$ cat config.mk
export PLATFORM = sky130hd
export DESIGN_NAME = glyph_text_renderer
export DESIGN_NICKNAME = d
export VERILOG_FILES = /design/src/rtl/glyph_text_renderer.sv
export SDC_FILE = /design/constraint.sdc
export NUM_CORES = 1
export LEC_CHECK = 0
export ABC_CLOCK_PERIOD_IN_PS = 3000
export BUFFER_PORTS_ARGS = -buffer_cell sky130_fd_sc_hd__buf_4
export CORE_AREA = 3 3 163 117
export CTS_BUF_LIST = sky130_fd_sc_hd__clkbuf_4 sky130_fd_sc_hd__clkbuf_8 sky130_fd_sc_hd__clkbuf_16
export DETAILED_ROUTE_END_ITERATION = 6
export DIE_AREA = 0 0 166 120
export PLACE_DENSITY_LB_ADDON = 0.08
export SLEW_MARGIN = 20
export SYNTH_ARGS = -nofsm -noshare
export SYNTH_HDL_FRONTEND = slang
export SYNTH_SLANG_ARGS = --single-unit
$ cat constraint.sdc
create_clock -name clk_in -period 3 [get_ports clk_in]
set_input_delay 0.6 -clock clk_in [delete_from_list [all_inputs] [get_ports clk_in]]
set_output_delay 0.6 -clock clk_in [all_outputs]
set_load 0.05 [all_outputs]
$ cat src/rtl/glyph_text_renderer.sv
// Font ROM reader: renders a double-buffered glyph string at a latched screen position.
// Free-running 3-stage pipeline from the pixel counters to pixel_out/active_out.
module glyph_text_renderer #(
  parameter int unsigned NUM_CHARS  = 8,
  parameter int unsigned SCALE_LOG2 = 0,
  localparam int unsigned SLOT_W    = $clog2(NUM_CHARS)
) (
  input  logic              clk_in,
  input  logic              rst_n_in,
  input  logic [10:0]       hcount_in,
  input  logic [9:0]        vcount_in,
  input  logic [10:0]       x_in,
  input  logic [9:0]        y_in,
  input  logic              wr_en_in,
  input  logic [SLOT_W-1:0] wr_idx_in,
  input  logic [4:0]        wr_code_in,
  output logic [8:0]        rom_addr_out,
  input  logic [15:0]       rom_data_in,
  output logic              pixel_out,
  output logic              active_out
);

  localparam int unsigned BOX_W      = (NUM_CHARS * 16) << SCALE_LOG2;
  localparam int unsigned BOX_H      = 16 << SCALE_LOG2;
  localparam logic [4:0]  CODE_BLANK = 5'd16;
  localparam logic [4:0]  CODE_MAX   = 5'd17;

  logic [4:0]        r_pending [NUM_CHARS];
  logic [4:0]        r_shadow  [NUM_CHARS];
  logic [10:0]       r_x_lat;
  logic [9:0]        r_y_lat;
  logic [8:0]        r_rom_addr;
  logic [3:0]        r_bitsel1;
  logic [3:0]        r_bitsel2;
  logic              r_hit1;
  logic              r_hit2;
  logic              r_pixel;
  logic              r_active;

  logic              w_frame_start;
  logic [11:0]       w_x_end;
  logic [10:0]       w_y_end;
  logic              w_hit;
  logic [10:0]       w_dx_full;
  logic [9:0]        w_dy_full;
  logic [SLOT_W+3:0] w_dx;
  logic [3:0]        w_row;
  logic [SLOT_W-1:0] w_slot;
  logic [4:0]        w_code_raw;
  logic [4:0]        w_code;
  logic [8:0]        w_addr;
  logic [3:0]        w_bitsel;

  assign w_frame_start = (hcount_in == 11'd0) && (vcount_in == 10'd0);

  // Box ends are one bit wider than the counters so boxes clip at the screen edge.
  assign w_x_end = {1'b0, r_x_lat} + 12'(BOX_W);
  assign w_y_end = {1'b0, r_y_lat} + 11'(BOX_H);
  assign w_hit   = (hcount_in >= r_x_lat) && ({1'b0, hcount_in} < w_x_end) &&
                   (vcount_in >= r_y_lat) && ({1'b0, vcount_in} < w_y_end);

  assign w_dx_full  = hcount_in - r_x_lat;
  assign w_dy_full  = vcount_in - r_y_lat;
  assign w_dx       = (SLOT_W+4)'(w_dx_full >> SCALE_LOG2);
  assign w_row      = 4'(w_dy_full >> SCALE_LOG2);
  assign w_slot     = w_dx[SLOT_W+3:4];
  assign w_code_raw = r_shadow[w_slot];
  assign w_code     = (!w_hit || (w_code_raw > CODE_MAX)) ? CODE_BLANK : w_code_raw;
  assign w_addr     = {w_code, 4'b0000} + {5'b00000, w_row};
  assign w_bitsel   = 4'd15 - w_dx[3:0];

  always_ff @(posedge clk_in or negedge rst_n_in) begin
    if (!rst_n_in) begin
      for (int i = 0; i < int'(NUM_CHARS); i++) r_pending[i] <= CODE_BLANK;
    end else if (wr_en_in) begin
      r_pending[wr_idx_in] <= wr_code_in;
    end
  end

  // Shadow string and position only change at frame start, so a frame never tears.
  always_ff @(posedge clk_in or negedge rst_n_in) begin
    if (!rst_n_in) begin
      for (int i = 0; i < int'(NUM_CHARS); i++) r_shadow[i] <= CODE_BLANK;
      r_x_lat <= 11'd0;
      r_y_lat <= 10'd0;
    end else if (w_frame_start) begin
      for (int i = 0; i < int'(NUM_CHARS); i++) r_shadow[i] <= r_pending[i];
      r_x_lat <= x_in;
      r_y_lat <= y_in;
    end
  end

  // Stage 1 drives the ROM address; stage 2 waits out the ROM latency; stage 3 picks the bit.
  always_ff @(posedge clk_in or negedge rst_n_in) begin
    if (!rst_n_in) begin
      r_rom_addr <= 9'd0;
      r_bitsel1  <= 4'd0;
      r_hit1     <= 1'b0;
      r_bitsel2  <= 4'd0;
      r_hit2     <= 1'b0;
      r_pixel    <= 1'b0;
      r_active   <= 1'b0;
    end else begin
      r_rom_addr <= w_addr;
      r_bitsel1  <= w_bitsel;
      r_hit1     <= w_hit;
      r_bitsel2  <= r_bitsel1;
      r_hit2     <= r_hit1;
      r_pixel    <= r_hit2 & rom_data_in[r_bitsel2];
      r_active   <= r_hit2;
    end
  end

  assign rom_addr_out = r_rom_addr;
  assign pixel_out    = r_pixel;
  assign active_out   = r_active;

endmodule

==> reports/metrics.cfg <==
[route]
via_count = 4408
postRouteAntennaNets = 0
drtPass1Iterations = 4
wl_per_cell_um = 18.12
wirelength_um = 15880
drc_errors = 0
dr.first_iter.drc_count = 205
vias_per_cell = 5.032

[global_routing]
grt_pass1_vias = 4411
grt_max_degree = 66
grt_usage = 0.1658
grt_pass1_wl_um = 25340
antenna_found_initial = 0
grt_overflow_total = 0

[placed_design]
detailed_place_hpwl_um = 11450
gp_congestion = 0.8520
port_buffers = 79

[floorplan]
core_area_um2 = 17800
dieArea_um2 = 19920
chipWidth_um = 166
initial_core_util = 0.3538
die_height_um = 120
boundaryPins = 80
rows = 41

[cts]
cts_max_level = 4
clock_sinks = 122
cts_tree = done
clk_pin_slew_ns = 0.05
cts_buffer_depth = 2
numCtsBuffers = 17
clock_latency_ns = 0.42
root_buffer = clkbuf_16

[power]
ir_drop_v = 0.0002282
power.density_nw_per_um2 = 544.0
p_leak_nw = 3.777

[logic_synthesis]
async_reset_ff_frac = 1.000
ys.flop_type = dfrtp_1
syn-num-nets = 611
synthCells = 507
synth_area_um2 = 6297
ys_ff_latch = 122
avgSynthCellArea_um2 = 12.42
synth-edff-count = 0
yosysSeqAreaShare = 0.4880
ys.warnings.count = 0
synth.distinct_cells = 60

[layout]
layout_common_cells = buf_4 (115), dfrtp_1 (106), mux2_2 (79), ha_1 (32)
antenna_cells = 0
layout_commonest_cell = buf_4
drive_gt1_frac = 0.4219
layout.nets = 732
area_growth_syn_to_layout_pct = 27.40

[setup_path]
crit_start = r_x_lat[0]$_DFFE_PN0P_
r2r_setup_slack_ns = 0.06
critPathArrivalTime_ns = 3.25
crit_path_start_kind = register
required_ns = 3.31
crit_fanout = 5
r2r-end = rom_addr_out[4]$_DFF_PN0_
critical_path_class = reg -> reg
r2r-start = r_x_lat[0]$_DFFE_PN0P_
r2r_cells = 11
end_kind = register

[timing]
fin_hold_ws_ns = 0.2552
post-route-period-util = 0.9801
slew_headroom = 0.4800
max_freq_mhz = 340.1
finalCriticalPeriod_ns = 2.940
finalHoldViolCount = 0
slew_viol_final = 0
setup_viol = 0
setup_tns_ns = 0
rsz0062_at_grt = true
finalClockSkew_ns = 0.01020
worst_pin_slew_ns = 0.7800

[run_status]
status = completed

[run]
drv_cap = 0

[worst_hold_path]
hp-class = in -> async

critical path, stage by stage, from the launching register on:
cell      delay, ns
dfrtp_1        0.38
ha_2           0.20
inv_2          0.04
fa_2           0.36
a211oi_4       0.26
nor3b_2        0.09
or3_4          0.36
a31oi_4        0.24
mux4_2         0.37
mux2i_2        0.18
a31oi_1        0.10
nor4bb_1       0.25
flip-flops by register name, summed over array words and instances, names as in the netlist:
name,flops
r_pending,40
r_shadow,40
rom_addr_out,9
active_out,1
r_x_lat,11
r_bitsel2,4
r_hit1,1
pixel_out,1
r_hit2,1
r_bitsel1,4
r_y_lat,10
through the flow:
step                      cell area (µm²)  setup slack, ns  power (W)  utilization  std cells
final                                8023          0.05963   0.004365       0.4507        876
after global placement               7408          -0.2927   0.002332       0.4162        843
after global routing                 8023          -0.1269   0.004565       0.4507        876
after floorplan                      6300         -0.08439   0.002123            -        507
after detailed placement             7408          -0.3758   0.002350       0.4162        843
after CTS                            8016         0.005077   0.004416       0.4503        876
worst max-delay path by stage:
stage                                endpoint  slack, ns  cells after the start
detailed placement  rom_addr_out[4]$_DFF_PN0_      -0.38                     13
global route        rom_addr_out[4]$_DFF_PN0_      -0.13                     11
CTS                 rom_addr_out[6]$_DFF_PN0_      0.005                     11
floorplan           rom_addr_out[4]$_DFF_PN0_      -0.08                     12
global placement    rom_addr_out[4]$_DFF_PN0_      -0.29                     13
finish              rom_addr_out[4]$_DFF_PN0_       0.06                     11
cell type report:
class | instances | area [µm²]
well taps | 236 | 295.3
fillers | 1655 | 9778
inverters | 32 | 120.1
repair buffers | 118 | 923.4
clock buffers | 24 | 503.0
multi-input cells | 337 | 3018
flip-flops and latches | 122 | 3073
clock inverters | 7 | 90.09
cell families after synthesis:
group                    Yosys count  synth area share
AO/OA/AOI/OAI                     93           0.09637
XOR/XNOR                          13           0.02226
adder cells (fa/ha/maj)           35           0.07193
buffers and inverters             48           0.03517
flip-flops                       122            0.4880
multiplexers                     114            0.2166
AND/OR/NAND/NOR                   82           0.06974
report_power, final:
| group | switching (W) | internal [W] | leakage, nW |
|---|---|---|---|
| sequential | 0.0000598 | 0.00180 | 1.43 |
| clock | 0.000715 | 0.00133 | 0.292 |
| combinational | 0.000209 | 0.000256 | 2.05 |
routing by layer:
| metal | track usage | vias to the layer above | routed length (µm) |
|---|---|---|---|
| met3 | 0.03194 | 17 | 539 |
| met4 | 0.06182 | 0 | 243 |
| met5 | 0 | - | 0 |
| met1 | 0.2472 | 2214 | 8283 |
| li1 | - | 2090 | - |
| met2 | 0.2385 | 87 | 6811 |
cells in the mapped netlist, types with 9 or more instances:
cell type / number / area, µm²
ha_1: 33 / 412.9
inv_1: 32 / 120.1
nand2_1: 30 / 112.6
dfstp_2: 16 / 420.4
a21oi_1: 17 / 85.08
o21ai_0: 31 / 155.2
mux2_2: 79 / 889.6
mux2i_1: 26 / 260.3
dfrtp_1: 106 / 2653
xnor2_1: 9 / 78.83
repair_timing:
| action | 4_1_cts | 5_1_grt |
|---|---|---|
| pin swaps | 4 | 3 |
| setup endpoints to repair | 2 | 5 |
| hold endpoints to repair | 0 | 0 |
| buffers inserted | 2 | 0 |
| gates resized for setup | 2 | 3 |
| hold buffers | 0 | 0 |
Note: power is estimated with default switching activity, not from simulation.
